--- src/rtl/picture_scanout_if.sv ---
// Pixel stream bundle between the scanout engine and its sink.
// Ports: pix_data/pix_valid/pix_sof/pix_eol/pix_eof from master, pix_ready from slave.
interface picture_scanout_if;
  logic [23:0] pix_data;
  logic        pix_valid;
  logic        pix_ready;
  logic        pix_sof;
  logic        pix_eol;
  logic        pix_eof;

  modport master (
    output pix_data, pix_valid, pix_sof, pix_eol, pix_eof,
    input  pix_ready
  );

  modport slave (
    input  pix_data, pix_valid, pix_sof, pix_eol, pix_eof,
    output pix_ready
  );
endinterface

--- src/rtl/picture_scanout.sv ---
// Frame readout: sweeps the image through the memory picture port and emits pixels.
// Ports: clk, rst, start, continuous, picture_radrs/picture_data, pix (stream), busy, frame_done.
module picture_scanout #(
  parameter int          IMG_WIDTH  = 32,
  parameter int          IMG_HEIGHT = 32,
  parameter logic [10:0] BASE_ADRS  = 11'd1024,
  parameter int          RD_LATENCY = 1,
  parameter int          BUF_DEPTH  = RD_LATENCY + 2
) (
  input  logic        clk,
  input  logic        rst,
  input  logic        start,
  input  logic        continuous,
  output logic [10:0] picture_radrs,
  input  logic [23:0] picture_data,
  picture_scanout_if.master pix,
  output logic        busy,
  output logic        frame_done
);
  localparam int XW = $clog2(IMG_WIDTH + 1);
  localparam int YW = $clog2(IMG_HEIGHT + 1);
  localparam int PW = (BUF_DEPTH > 1) ? $clog2(BUF_DEPTH) : 1;
  localparam int CW = $clog2(BUF_DEPTH + 1) + 1;

  typedef enum logic [1:0] {IDLE, SCAN, DRAIN, DONE} state_t;

  typedef struct packed {
    logic sof;
    logic eol;
    logic eof;
  } mark_t;

  typedef struct packed {
    logic  vld;
    mark_t mk;
  } tag_t;

  typedef struct packed {
    mark_t       mk;
    logic [23:0] data;
  } ent_t;

  state_t          state;
  state_t          state_nx;
  logic [XW-1:0]   x;
  logic [YW-1:0]   y;
  tag_t            tag [RD_LATENCY];
  ent_t            fifo [BUF_DEPTH];
  ent_t            head;
  logic [PW-1:0]   rd_ptr;
  logic [PW-1:0]   wr_ptr;
  logic [CW-1:0]   occ;
  logic [CW-1:0]   infl;
  logic            issue;
  logic            x_last;
  logic            y_last;
  logic            frame_last;
  logic            push;
  logic            pop;
  logic            eof_xfer;
  logic            rewind;
  mark_t           mk_now;

  function automatic logic [PW-1:0] ptr_inc(input logic [PW-1:0] p);
    return (p == PW'(BUF_DEPTH - 1)) ? '0 : p + PW'(1);
  endfunction

  assign x_last     = (x == XW'(IMG_WIDTH - 1));
  assign y_last     = (y == YW'(IMG_HEIGHT - 1));
  // Credits cover both reads still in flight and entries waiting in the buffer.
  assign issue      = (state == SCAN) && ((occ + infl) < CW'(BUF_DEPTH));
  assign frame_last = issue && x_last && y_last;
  assign rewind     = (state == IDLE) || (state == DONE);

  assign mk_now.sof = (x == '0) && (y == '0);
  assign mk_now.eol = x_last;
  assign mk_now.eof = x_last && y_last;

  assign push     = tag[RD_LATENCY-1].vld;
  assign pop      = pix.pix_valid && pix.pix_ready;
  assign head     = fifo[rd_ptr];
  assign eof_xfer = pop && head.mk.eof;

  always_ff @(posedge clk) begin
    if (rst) state <= IDLE;
    else     state <= state_nx;
  end

  always_comb begin
    state_nx = state;
    unique case (state)
      IDLE:    if (start) state_nx = SCAN;
      SCAN:    if (frame_last) state_nx = DRAIN;
      DRAIN:   if (eof_xfer) state_nx = DONE;
      DONE:    state_nx = continuous ? SCAN : IDLE;
      default: state_nx = IDLE;
    endcase
  end

  always_comb begin
    busy       = (state == SCAN) || (state == DRAIN);
    frame_done = (state == DONE);
  end

  always_ff @(posedge clk) begin
    if (rst || rewind) begin
      picture_radrs <= BASE_ADRS;
      x             <= '0;
      y             <= '0;
    end else if (issue) begin
      picture_radrs <= picture_radrs + 11'd1;
      if (x_last) begin
        x <= '0;
        y <= y + YW'(1);
      end else begin
        x <= x + XW'(1);
      end
    end
  end

  always_ff @(posedge clk) begin
    if (rst) begin
      for (int i = 0; i < RD_LATENCY; i++) tag[i] <= '0;
      infl <= '0;
    end else begin
      tag[0] <= {issue, mk_now};
      for (int i = 1; i < RD_LATENCY; i++) tag[i] <= tag[i-1];
      infl <= infl + CW'(issue) - CW'(push);
    end
  end

  always_ff @(posedge clk) begin
    if (rst) begin
      for (int i = 0; i < BUF_DEPTH; i++) fifo[i] <= '0;
      rd_ptr <= '0;
      wr_ptr <= '0;
      occ    <= '0;
    end else begin
      if (push) begin
        fifo[wr_ptr] <= {tag[RD_LATENCY-1].mk, picture_data};
        wr_ptr       <= ptr_inc(wr_ptr);
      end
      if (pop) rd_ptr <= ptr_inc(rd_ptr);
      occ <= occ + CW'(push) - CW'(pop);
    end
  end

  assign pix.pix_valid = (occ != '0);
  assign pix.pix_data  = pix.pix_valid ? head.data : '0;
  assign pix.pix_sof   = pix.pix_valid && head.mk.sof;
  assign pix.pix_eol   = pix.pix_valid && head.mk.eol;
  assign pix.pix_eof   = pix.pix_valid && head.mk.eof;
endmodule

--- src/flat_wrapper.sv ---
// flat-port wrapper written by rule: the top's interface ports become plain ports
module picture_scanout_flat 
#(
  parameter int          IMG_WIDTH  = 32,
  parameter int          IMG_HEIGHT = 32,
  parameter logic [10:0] BASE_ADRS  = 11'd1024,
  parameter int          RD_LATENCY = 1,
  parameter int          BUF_DEPTH  = RD_LATENCY + 2
)
  (clk, rst, start, continuous, picture_radrs, picture_data, busy, frame_done, pix_pix_data, pix_pix_valid, pix_pix_sof, pix_pix_eol, pix_pix_eof, pix_pix_ready);
  picture_scanout_if pix_i ();
  input  logic clk;
  input  logic rst;
  input  logic start;
  input  logic continuous;
  output logic [10:0] picture_radrs;
  input  logic [23:0] picture_data;
  output logic busy;
  output logic frame_done;
  output wire logic [$bits(pix_i.pix_data)-1:0] pix_pix_data;
  output wire logic [$bits(pix_i.pix_valid)-1:0] pix_pix_valid;
  output wire logic [$bits(pix_i.pix_sof)-1:0] pix_pix_sof;
  output wire logic [$bits(pix_i.pix_eol)-1:0] pix_pix_eol;
  output wire logic [$bits(pix_i.pix_eof)-1:0] pix_pix_eof;
  input wire logic [$bits(pix_i.pix_ready)-1:0] pix_pix_ready;
  assign pix_pix_data = pix_i.pix_data;
  assign pix_pix_valid = pix_i.pix_valid;
  assign pix_pix_sof = pix_i.pix_sof;
  assign pix_pix_eol = pix_i.pix_eol;
  assign pix_pix_eof = pix_i.pix_eof;
  assign pix_i.pix_ready = pix_pix_ready;
  picture_scanout #(.IMG_WIDTH(IMG_WIDTH), .IMG_HEIGHT(IMG_HEIGHT), .BASE_ADRS(BASE_ADRS), .RD_LATENCY(RD_LATENCY), .BUF_DEPTH(BUF_DEPTH)) u_core (.clk(clk), .rst(rst), .start(start), .continuous(continuous), .picture_radrs(picture_radrs), .picture_data(picture_data), .pix(pix_i), .busy(busy), .frame_done(frame_done));
endmodule
--- config.mk ---
export PLATFORM = sky130hd
export DESIGN_NAME = picture_scanout_flat
export DESIGN_NICKNAME = d
export VERILOG_FILES = /design/src/rtl/picture_scanout_if.sv /design/src/rtl/picture_scanout.sv /design/src/flat_wrapper.sv
export SDC_FILE = /design/constraint.sdc
export NUM_CORES = 1
export LEC_CHECK = 0
export ABC_AREA = 1
export BUFFER_PORTS_ARGS = -buffer_cell sky130_fd_sc_hd__buf_2
export CORE_ASPECT_RATIO = 1.25
export CORE_UTILIZATION = 45
export DETAILED_ROUTE_END_ITERATION = 10
export SLEW_MARGIN = 20
export SYNTH_ARGS = -nofsm -noshare
export SYNTH_HDL_FRONTEND = slang
export SYNTH_SLANG_ARGS = --single-unit
export TNS_END_PERCENT = 30
--- constraint.sdc ---
create_clock -name clk -period 11.3 [get_ports clk]
set_input_delay 0.565 -clock clk [delete_from_list [all_inputs] [get_ports clk]]
set_output_delay 0.565 -clock clk [all_outputs]
set_load 0.03 [all_outputs]
---- After elaboration in Yosys (flattened, before gate mapping) ----
Memories as Yosys holds them, arrays and structs flattened. A register that Yosys moved wholly into a read port is not among the register bits.
Cells that the tools add are included.
storage, ports and cells
  RAM bits ................................ 85
  input bits .............................. 29
  word-level logic and storage cells ...... 74
  output and inout port bits .............. 41
  flip-flop bits (word level) ............. 35
  memories ................................ 2
operators by class
  reductions and logical operators ........ 21
  multiplexer cells ....................... 22
  equal/unequal tests ..................... 10
  $add $sub $neg .......................... 10
  order comparisons ....................... 1
memory list
  memory       depth  bits a word  read ports  clocked after Yosys merged registers in  write ports  line                   source
  u_core.fifo  3      27           1           1                                        3            picture_scanout.sv:48  ent_t fifo [BUF_DEPTH];
  u_core.tag   1      4            1           0                                        1            picture_scanout.sv:47  tag_t tag [RD_LATENCY];
operators by type and width
  kind                                                                     number
  27-bit 2-to-1 mux                                                        1
  27-bit OR reduction                                                      1
  24-bit 2-to-1 mux                                                        1
  2-bit 2-to-1 mux                                                         8
  6-bit by 1-bit adder with 6-bit output, second input constant            2
  6-bit by 5-bit == test with 1-bit output, second input constant          2
  6-bit zero test                                                          2
  11-bit by 1-bit adder with 11-bit output, second input constant          1
  1-bit logical AND                                                        10
  1-bit 2-to-1 mux                                                         9
  2-bit == test, second input constant                                     4
  2-bit case mux with 4 select lines                                       1
  3-bit by 1-bit adder with 3-bit output                                   2
  6-bit 2-to-1 mux                                                         1
  3-bit by 1-bit subtractor with 3-bit output                              2
  2-bit by 1-bit adder with 2-bit output, second input constant            2
  4-bit 2-to-1 mux                                                         1
  2-bit by 1-bit inequality test with 1-bit output, second input constant  2
  4-bit OR reduction                                                       1
  3-bit adder                                                              1
  1-bit logical OR                                                         3
  3-bit by 2-bit < comparator with 1-bit output, second input constant     1
  3-bit AND reduction                                                      1
  3-bit nonzero test                                                       1
  other kinds (4)                                                          4

---- Longest topological paths before layout ----
  depth in word-level cells ............... 7
  depth in mapped cells ................... 15
  mapped depth without buffers ............ 14

---- Worst setup path before layout ----
No wires, ideal clock.
  path kind ............................... input port to flip-flop
  start point ............................. in rst
  end point ............................... mem u_core.fifo[3][0] (netlist name) (enable)
  data arrival time ....................... 3460 ps
  stages on the path ...................... 2
  library setup time ...................... 479 ps
  path slack .............................. 7361 ps
  required time ........................... 10821 ps
  path through ............................ clkbuf_1 -> nor4_1
RTL lines
  what             line                   source
  start, declared  flat_wrapper.sv:13     input logic rst;
  end, declared    picture_scanout.sv:48

==> results.json <==
{
  "cts_hold_buf": 0,
  "skew_ps": 8.73,
  "slew-limit-headroom_pct": 29.5,
  "critPathCapture": "pix_pix_data[10]",
  "synth_top_area_share_pct": 47.9,
  "crit_slowest_cell": "dfxtp_2",
  "grt_max_degree": 56,
  "post-route-period-util_pct": 29.7,
  "worstMarginPinSlew_ps": 1060,
  "critical-path-max-stage-delay_ps": 1020,
  "grt_first_pass_wirelength_mm": 23.7,
  "status": "finished with violations",
  "hold_slack_ps": 328,
  "drv_slew": 0,
  "overflow": 0,
  "synth-edff-count": 108,
  "leakagePower_uw": 0.00319,
  "grt.total_usage_pct": 19.8,
  "drt-total-wl_mm": 14.5,
  "r2r_slack_ps": 8560,
  "reg2reg_to": "u_core.infl[2]",
  "required_ps": 10740,
  "synth-xor-area-share_pct": 0.646,
  "nNetsFinal": 825,
  "synth_mux_area_share_pct": 0,
  "wl_per_cell_um": 15.0,
  "fill_cells": 1344,
  "cts_resized": 0,
  "tns_ps": 0,
  "synth_top_family_by_area": "simple AND/OR/NAND/NOR gates",
  "powerDensity_nw_per_um2": 223,
  "path_cells": "inv_2 -> o21ai_0 -> a21oi_1 -> buf_2",
  "rows": 49,
  "arrival_ps": 2790,
  "max_freq_mhz": 298,
  "place_congestion": 0.814,
  "drive_gt1_share_pct": 15.7,
  "first_pass_iters": 9,
  "syn_avg_cell_area_um2": 9.49,
  "crit_path_start_kind": "flop",
  "cts.htree.levels": 4,
  "synth_area_um2": 6780,
  "cts_tree": "done",
  "start_util_pct": 46.6,
  "synth_nets": 760,
  "antenna_found_initial": 0,
  "place_hpwl_mm": 9.21,
  "synthTopCellsByArea": "edfxtp_1, dfxtp_1, nor2_1",
  "via_per_inst": 5.13,
  "cts_buffer_depth": 2,
  "crit_fanout": 55,
  "clk_latency_ps": 420,
  "synth_compound_area_share_pct": 9.95,
  "die_h_um": 139,
  "rsz0062_at_grt": "no",
  "cts_root_buffer": "clkbuf_16",
  "yosys.area_share.simple_pct": 19.0,
  "yosysWarnings": 0,
  "period_needed_ps": 3360,
  "first_iter_violations": 302,
  "drtAntennaViolNets": 0,
  "critPathKind": "reg2out",
  "drc_errors": 6,
  "grt_pass1_vias": 5045,
  "cts.sinks": 149,
  "hold_path_class": "in2reg",
  "dieArea_um2": 15600,
  "reg2reg_depth": 13,
  "ys_seq_area_share_pct": 60.0,
  "pin_count": 70,
  "vdd_drop_max_mv": 0.121,
  "io_buffer_count": 69,
  "hold_viol": 0,
  "vias": 4959,
  "postSynth.asyncResetShare_pct": 0,
  "n_antenna_cell": 0,
  "r2r_start": "u_core.occ[0]",
  "end_kind": "primary output",
  "ys_seq_elements": 149,
  "synthAdderAreaFrac_pct": 3.47,
  "synth_ff_type": "edfxtp_1",
  "yosysTopAreaCell": "edfxtp_1",
  "core_um2": 14500,
  "area_growth_syn_to_layout_pct": 15.0,
  "postCtsSetupBuffers": 0,
  "cap_viol_max_count": 0,
  "synth.distinct_cells": 40,
  "failed_checks": "design-rule violations",
  "die_w_um": 112,
  "netlist_instances": 714,
  "numCtsBuffers": 17,
  "path_clk_slew_ps": 60,
  "setup_viol": 0
}
how the worst min path moves through the flow:
stage                          start                  to  cells past startpoint  slack, ps
global route         picture_data[8]   u_core.fifo[3][8]                      1        310
finish               picture_data[5]   u_core.fifo[3][5]                      1        330
global placement    u_core.tag[0][1]  u_core.fifo[3][25]                      0        420
floorplan           u_core.tag[0][0]  u_core.fifo[3][24]                      0        410
detailed placement  u_core.tag[0][2]  u_core.fifo[3][26]                      0        420
CTS                 picture_data[21]  u_core.fifo[3][21]                      1        310
where the power goes:
part           leakage, uW  internal (uW)  switching, uW
Sequential         0.00141            629           43.5
Clock             0.000257            316            203
Combinational      0.00152            158            392
Total              0.00319           1100            639
worst max-delay path: cells and delay by family, from the launching register on:
family                 cells  cell delay (ps)
buffers and inverters      2              830
AOI/OAI and AO/OA          2              510
DFF                        1             1020
stage by stage:
| stage | instances | utilization (%) | worst slack (ps) | power (uW) | area [um2] |
|---|---|---|---|---|---|
| after global routing | 967 | 53.6 | 7700 | 1840 | 7790 |
| after CTS | 967 | 53.6 | 7900 | 1760 | 7780 |
| after global placement | 938 | 50.0 | 7900 | 1230 | 7260 |
| after floorplan | 714 | - | 7360 | 1100 | 6780 |
| after detailed placement | 938 | 50.0 | 7780 | 1240 | 7260 |
| final | 967 | 53.6 | 7940 | 1740 | 7790 |
synthesized netlist by cell type, drive strengths merged (4+ instances only):
master  number
nor2       213
edfxtp     108
inv         84
o21ai       67
nand2       54
a21oi       46
dfxtp       41
nand3       22
buf         15
clkbuf      15
ha          14
nor3         6
nand4        4
registers in the layout, summed over array words and instances, names as in the netlist, named ones only:
name and flops:
u_core.tag 4, u_core.rd_ptr 2, u_core.x 6, u_core.picture_radrs 11
u_core.occ 3, u_core.infl 3, u_core.fifo 108, u_core.wr_ptr 2
u_core.y 6, u_core.state 2
layout make-up:
cell class | count | area, um2 | share of cell area (%)
flip-flops and latches | 149 | 4070 | 52.2
multi-input cells | 449 | 2260 | 28.9
clock buffers | 20 | 437 | 5.60
repair buffers | 76 | 398 | 5.11
inverters | 86 | 325 | 4.17
well taps | 178 | 223 | 2.86
clock inverters | 9 | 88.8 | 1.14
layer usage:
metal,vias up,global-route usage (%),share of wire (%)
met5,-,0,0
met4,0,7.97,1.6
met3,17,4.94,4.7
met2,114,37.5,54
met1,2360,20.7,40
li1,2468,-,-
layout by cell type (no fill, tap or decap), drive strengths merged, types with 6 or more instances in the layout:
cell type	netlist	layout
edfxtp	108	108
a21oi	46	46
nor2	213	213
dfxtp	41	41
inv	84	84
ha	14	14
o21ai	67	67
clkbuf	15	20
buf	15	76
nand2	54	54
nor3	6	6
nand3	22	22
clkinv	2	9
logic make-up after synthesis:
kind of cell / count (synthesis)
AO/OA/AOI/OAI: 122
AND/OR/NAND/NOR: 305
flip-flops: 149
adder cells (fa/ha/maj): 17
XOR/XNOR: 5
buffers and inverters: 116
No activity file was read; power rests on OpenSTA's default activity.
